`src/rtl/stream_mcast_pkg.sv`:
```
`default_nettype none
// ============================================================================
// Module      : stream_mcast_pkg
// Description : Shared helpers for the multicast stream scheduler. Provides
//               the credit counter width function and the default credit
//               counter type.
// Revision    : 1.0 - initial release
// ============================================================================
package stream_mcast_pkg;

    // A counter that must hold the values 0..credits needs clog2(credits+1)
    // bits; never return zero so a degenerate depth still elaborates cleanly.
    function automatic int unsigned cnt_width(input int unsigned credits);
        return (credits < 1) ? 1 : $clog2(credits + 1);
    endfunction

    localparam int unsigned c_default_credits = 4;
    localparam int unsigned c_default_cnt_w   = cnt_width(c_default_credits);

    typedef logic [c_default_cnt_w-1:0] credit_cnt_t;

endpackage : stream_mcast_pkg
`default_nettype wire

```
`src/rtl/stream_mcast_credit_cnt.sv`:
```
`default_nettype none
// ============================================================================
// Module      : stream_mcast_credit_cnt
// Description : Per-output credit counter. Tracks free slots in one output's
//               downstream buffer. Decrements on a consumed beat, increments
//               on a returned credit and saturates at CREDITS.
// Ports       : clk_i, rst_i, clr_i   - clock, sync reset, sync clear
//               consume_i             - a beat was handshaked on this output
//               return_i              - downstream freed one slot
//               avail_o               - at least one credit held
//               count_o               - current credit count
// Revision    : 1.0 - initial release
// ============================================================================
module stream_mcast_credit_cnt
    import stream_mcast_pkg::*;
#(
    parameter int unsigned CREDITS = 4,
    parameter int unsigned CNT_W   = cnt_width(CREDITS)
) (
    input  logic             clk_i,
    input  logic             rst_i,
    input  logic             clr_i,
    input  logic             consume_i,
    input  logic             return_i,
    output logic             avail_o,
    output logic [CNT_W-1:0] count_o
);

    localparam logic [CNT_W-1:0] c_max = CNT_W'(CREDITS);

    logic [CNT_W-1:0] count_q;
    logic [CNT_W-1:0] count_d;

    // consume_i can only be high while credit is held, so no underflow guard
    // is needed; a return into a full counter is dropped (saturation).
    always_comb begin
        count_d = count_q;
        if (consume_i && !return_i) begin
            count_d = count_q - CNT_W'(1);
        end else if (return_i && !consume_i && (count_q != c_max)) begin
            count_d = count_q + CNT_W'(1);
        end
    end

    always_ff @(posedge clk_i) begin
        if (rst_i || clr_i) begin
            count_q <= c_max;
        end else begin
            count_q <= count_d;
        end
    end

    assign avail_o = (count_q != '0);
    assign count_o = count_q;

    a_no_overflow : assert property (@(posedge clk_i) disable iff (rst_i || clr_i)
        !(return_i && !consume_i && (count_q == c_max)))
        else $error("credit returned while counter already full");

endmodule : stream_mcast_credit_cnt
`default_nettype wire

```
`src/rtl/stream_mcast_sched.sv`:
```
`default_nettype none
// ============================================================================
// Module      : stream_mcast_sched
// Description : Multicast scheduler for a ready/valid stream. Each input beat
//               is delivered once to every output in its destination mask and
//               acknowledged upstream only when all of them have handshaked.
//               Each output is gated by its own credit counter.
// Ports       : clk_i, rst_i, clr_i   - clock, sync reset, sync clear
//               valid_i / ready_o     - input beat handshake
//               sel_i                 - destination mask of the current beat
//               valid_o / ready_i     - per-output handshake
//               credit_i              - per-output credit return pulse
//               busy_o                - beat partially delivered
// Revision    : 1.0 - initial release
// ============================================================================
module stream_mcast_sched
    import stream_mcast_pkg::*;
#(
    parameter int unsigned N_OUP   = 2,
    parameter int unsigned CREDITS = 4
) (
    input  logic             clk_i,
    input  logic             rst_i,
    input  logic             clr_i,
    input  logic             valid_i,
    output logic             ready_o,
    input  logic [N_OUP-1:0] sel_i,
    output logic [N_OUP-1:0] valid_o,
    input  logic [N_OUP-1:0] ready_i,
    input  logic [N_OUP-1:0] credit_i,
    output logic             busy_o
);

    localparam int unsigned c_cnt_w = cnt_width(CREDITS);

    if (N_OUP < 1) begin : g_chk_n_oup
        $error("N_OUP must be at least 1");
    end
    if (CREDITS < 1) begin : g_chk_credits
        $error("CREDITS must be at least 1");
    end

    // done_q[i] is the per-output state: 0 = still pending, 1 = served.
    logic [N_OUP-1:0] done_q;
    logic [N_OUP-1:0] done_d;

    logic [N_OUP-1:0] w_pending;
    logic [N_OUP-1:0] w_avail;
    logic [N_OUP-1:0] w_valid;
    logic [N_OUP-1:0] w_hs;
    logic             w_flush;
    logic             w_ready;
    logic             w_in_hs;
    logic [c_cnt_w-1:0] w_count [N_OUP];

    assign w_flush   = rst_i | clr_i;
    assign w_pending = sel_i & ~done_q;
    assign w_valid   = {N_OUP{valid_i & ~w_flush}} & w_pending & w_avail;
    assign w_hs      = w_valid & ready_i;
    // Accept once nothing selected is left without a handshake this cycle;
    // an empty mask therefore accepts (drops) the beat immediately.
    assign w_ready   = valid_i & ~w_flush & ((w_pending & ~w_hs) == '0);
    assign w_in_hs   = valid_i & w_ready;

    always_comb begin
        done_d = done_q | w_hs;
        if (w_in_hs) begin
            done_d = '0;
        end
    end

    always_ff @(posedge clk_i) begin
        if (w_flush) begin
            done_q <= '0;
        end else begin
            done_q <= done_d;
        end
    end

    assign valid_o = w_valid;
    assign ready_o = w_ready;
    assign busy_o  = |done_q;

    for (genvar g = 0; g < N_OUP; g++) begin : g_credit
        stream_mcast_credit_cnt #(
            .CREDITS (CREDITS),
            .CNT_W   (c_cnt_w)
        ) u_credit_cnt (
            .clk_i     (clk_i),
            .rst_i     (rst_i),
            .clr_i     (clr_i),
            .consume_i (w_hs[g]),
            .return_i  (credit_i[g]),
            .avail_o   (w_avail[g]),
            .count_o   (w_count[g])
        );

        a_count_bound : assert property (@(posedge clk_i) disable iff (w_flush)
            w_count[g] <= c_cnt_w'(CREDITS))
            else $error("credit counter above its depth");
    end

    a_in_stable : assert property (@(posedge clk_i) disable iff (w_flush)
        (valid_i && !ready_o) |=> (valid_i && $stable(sel_i)))
        else $error("valid_i/sel_i changed before input handshake");

endmodule : stream_mcast_sched
`default_nettype wire
```
`config.mk`:
```
export PLATFORM = sky130hd
export DESIGN_NAME = stream_mcast_sched
export DESIGN_NICKNAME = d
export VERILOG_FILES = /design/src/rtl/stream_mcast_pkg.sv /design/src/rtl/stream_mcast_credit_cnt.sv /design/src/rtl/stream_mcast_sched.sv
export SDC_FILE = /design/constraint.sdc
export NUM_CORES = 1
export LEC_CHECK = 0
export CAP_MARGIN = 25
export CORE_MARGIN = 1
export CORE_UTILIZATION = 48
export CTS_BUF_LIST = sky130_fd_sc_hd__clkbuf_4 sky130_fd_sc_hd__clkbuf_8 sky130_fd_sc_hd__clkbuf_16
export CTS_CLUSTER_DIAMETER = 150
export DETAILED_ROUTE_END_ITERATION = 8
export PLACE_DENSITY = 0.8
export SLEW_MARGIN = 40
export SYNTH_ARGS = -nofsm -noshare
export SYNTH_HDL_FRONTEND = slang
export SYNTH_SLANG_ARGS = --single-unit
```
`constraint.sdc`:
```
create_clock -name clk_i -period 3.1 [get_ports clk_i]
set_input_delay 0.93 -clock clk_i [delete_from_list [all_inputs] [get_ports clk_i]]
set_output_delay 0.93 -clock clk_i [all_outputs]
set_load 0.01 [all_outputs]
```
==> reports/metrics.yaml <==
outcome: "completed"
fmax_mhz: 330
yosys.area.top_type: "dfxtp_1"
antenna_cells: 0
rrSetupSlack_ns: 0.90
synth_compound_area_share_pct: 21.4
post-synth-top-count-cell: "dfxtp_1"
power_density_nw_per_um2: 243
cts_tree: "done"
hold_path.class: "flop to flop"
yosys-top-cells-count: "dfxtp_1, nor2_1, inv_1, nand2_1, nand3_1"
num_io_pins: 14
hpwl_mm: 1.26
hold_end: "g_credit[1].u_credit_cnt.count_o[0]"
rsz0062_at_grt: "no"
multi_input_area_um2: 478
p_leak_nw: 0.403
period_needed_ns: 3.03
grt_pass1_wl_mm: 3.05
cts-root-buf: "clkbuf_4"
synthesis.nets: 91
synth.avg_cell_area_um2: 8.08
fillers: 64
maxSlewHeadroom_pct: 62.1
yosys_warnings: 0
clockBufferDepth: 2
grt_pass1_vias: 725
finalMaxSlewViolations: 0
syn_area_um2: 638
globalplace.congestion: 0.748
synth_edf_count: 0
clk_latency_ns: 0.26
finalHoldViolCount: 0
final.period_utilization_pct: 97.8
crit_required_ns: 2.17
die_w_um: 38.5
finClkSkew_ns: 0.0123
drc: 0
synth_seq_area_share_pct: 25.1
post_drt_wl_per_cell_um: 15.4
overflow: 0
drt_wl_total_mm: 1.99
clk_pin_slew_ns: 0.06
crit_type: "input pin to output pin"
port_buffers: 13
r2r_start: "g_credit[0].u_credit_cnt.count_o[1]"
synth_cell_types: 39
grt_max_degree: 10
r2r_cells: 7
holdBufCountCts: 0
rows: 12
htreeDepth: 1
drtPass1Iterations: 4
syn_inst: 79
crit_path_start_kind: "input pin"
crit_fanout: 2
antenna_found_initial: 0
ant_nets: 0
holdPathStages: 2
final-setup-viol-count: 0
synth_top_area_share_pct: 25.1
min-delay-start: "g_credit[1].u_credit_cnt.count_o[0]"
synthFlopType: "dfxtp_1"
cp.arrival_ns: 2.10
drt_iter0_drc: 11
vias: 728
routed_via_density: 5.64
cts.sinks: 8
numCtsBuffers: 3
start_util_pct: 54.5
dieArea_um2: 1480
grt_usage_pct: 31.5
fin_nets: 129
peakVddDrop_v: 0.000265
synth_top_family_by_area: "simple AND/OR/NAND/NOR gates"
worst_slew_pin_slew_ns: 0.565
synth_seq_cells: 8
syn2layout_area_growth_pct: 55.7
fin_setup_tns_ns: 0
coreArea_um2: 1170
crit_path_end_kind: "output pin"
yosys.area_share.simple_pct: 35.7
cap_violations: 0
dieHeight_um: 38.5
async_flop_share_pct: 0
synth_fa_ha_area_share_pct: 6.27
power_w: 0.000241
r2r_end: "g_credit[0].u_credit_cnt.count_o[2]"
synth.area.mux_share_pct: 4.71
ys_top_cells_by_area: "dfxtp_1, fa_1, mux2i_1"
ff_latch_area_um2: 160
synthXorXnorAreaFrac_pct: 0
layout-drive-gt1-share_pct: 37.4
timing repair:
action,CTS,global route
resized for setup,26,1
endpoints found under the setup margin,5,1
pin swaps,5,3
setup buffers,7,2
gates cloned,0,0
flip-flops by register name, summed over array words and instances (netlist names):
name and cells:
g_credit.u_credit_cnt.count_o 6, done_q 2
routing by layer:
metal / up-vias / share of wire (%) / GRT usage (%)
li1: 364 / - / -
met1: 334 / 41 / 30.2
met2: 24 / 52 / 56.8
met3: 6 / 4.0 / 6.98
met4: 0 / 3.1 / 25.0
met5: - / 0 / 0
placed cells by master, fill, tap and decap left out, types with 2 or more instances in the layout:
master / count
clkdlybuf4s50_1: 7
inv_1: 5
nor2_1: 7
nand3_1: 4
mux2i_1: 3
or3_1: 2
buf_4: 24
nor3b_1: 2
clkbuf_4: 3
a21oi_1: 3
and3_1: 2
nand2_1: 5
buf_2: 3
dfxtp_1: 8
dlygate4sd2_1: 2
nand2b_1: 3
power by group:
group | internal, W | switching [W] | leakage (nW) | total (W)
logic | 0.0000311 | 0.0000229 | 0.325 | 0.0000540
clock network | 0.0000445 | 0.0000387 | 0.0138 | 0.0000832
registers | 0.000103 | 0.000000541 | 0.0645 | 0.000104
worst max-delay path: stages:
cell and delay (ns):
dlygate4sd2_1 0.23, or3b_4 0.41, nor3_4 0.20, a2bb2oi_2 0.17, buf_2 0.15
metrics by stage:
stage	setup WS, ns	instance area (um^2)	utilization (%)	hold WS (ns)	std cells
after floorplan	0.213	638	-	0.457	79
final	0.0672	993	84.8	0.513	129
after global routing	0.0240	993	84.8	0.553	129
after CTS	0.0565	977	83.4	0.499	127
after global placement	-0.607	877	74.9	0.475	117
after detailed placement	-0.663	877	74.9	0.486	117
worst max-delay path by stage:
| stage | startpoint | end | slack, ns | cells past startpoint |
|---|---|---|---|---|
| after detailed placement | valid_i | ready_o | -0.66 | 5 |
| after global placement | valid_i | ready_o | -0.61 | 5 |
| after CTS | sel_i[0] | ready_o | 0.06 | 5 |
| final | valid_i | ready_o | 0.07 | 5 |
| after global routing | clr_i | ready_o | 0.02 | 5 |
| after floorplan | clr_i | g_credit[1].u_credit_cnt.count_o[2] | 0.21 | 8 |
final cells by class:
| type | count | share of cell area (%) |
|---|---|---|
| tap | 14 | 1.76 |
| sequential | 8 | 16.1 |
| inverter | 6 | 2.27 |
| multi-input combinational | 61 | 48.1 |
| timing repair buffer | 37 | 29.5 |
| clock buffer | 3 | 2.27 |
logic make-up after synthesis:
family,count (synthesis)
and+or+nand+nor,39
AOI/OAI and AO/OA,17
buffers and inverters,10
DFF,8
muxes,3
adders and majority gates,2
Note: power is estimated with default switching activity, not from simulation.
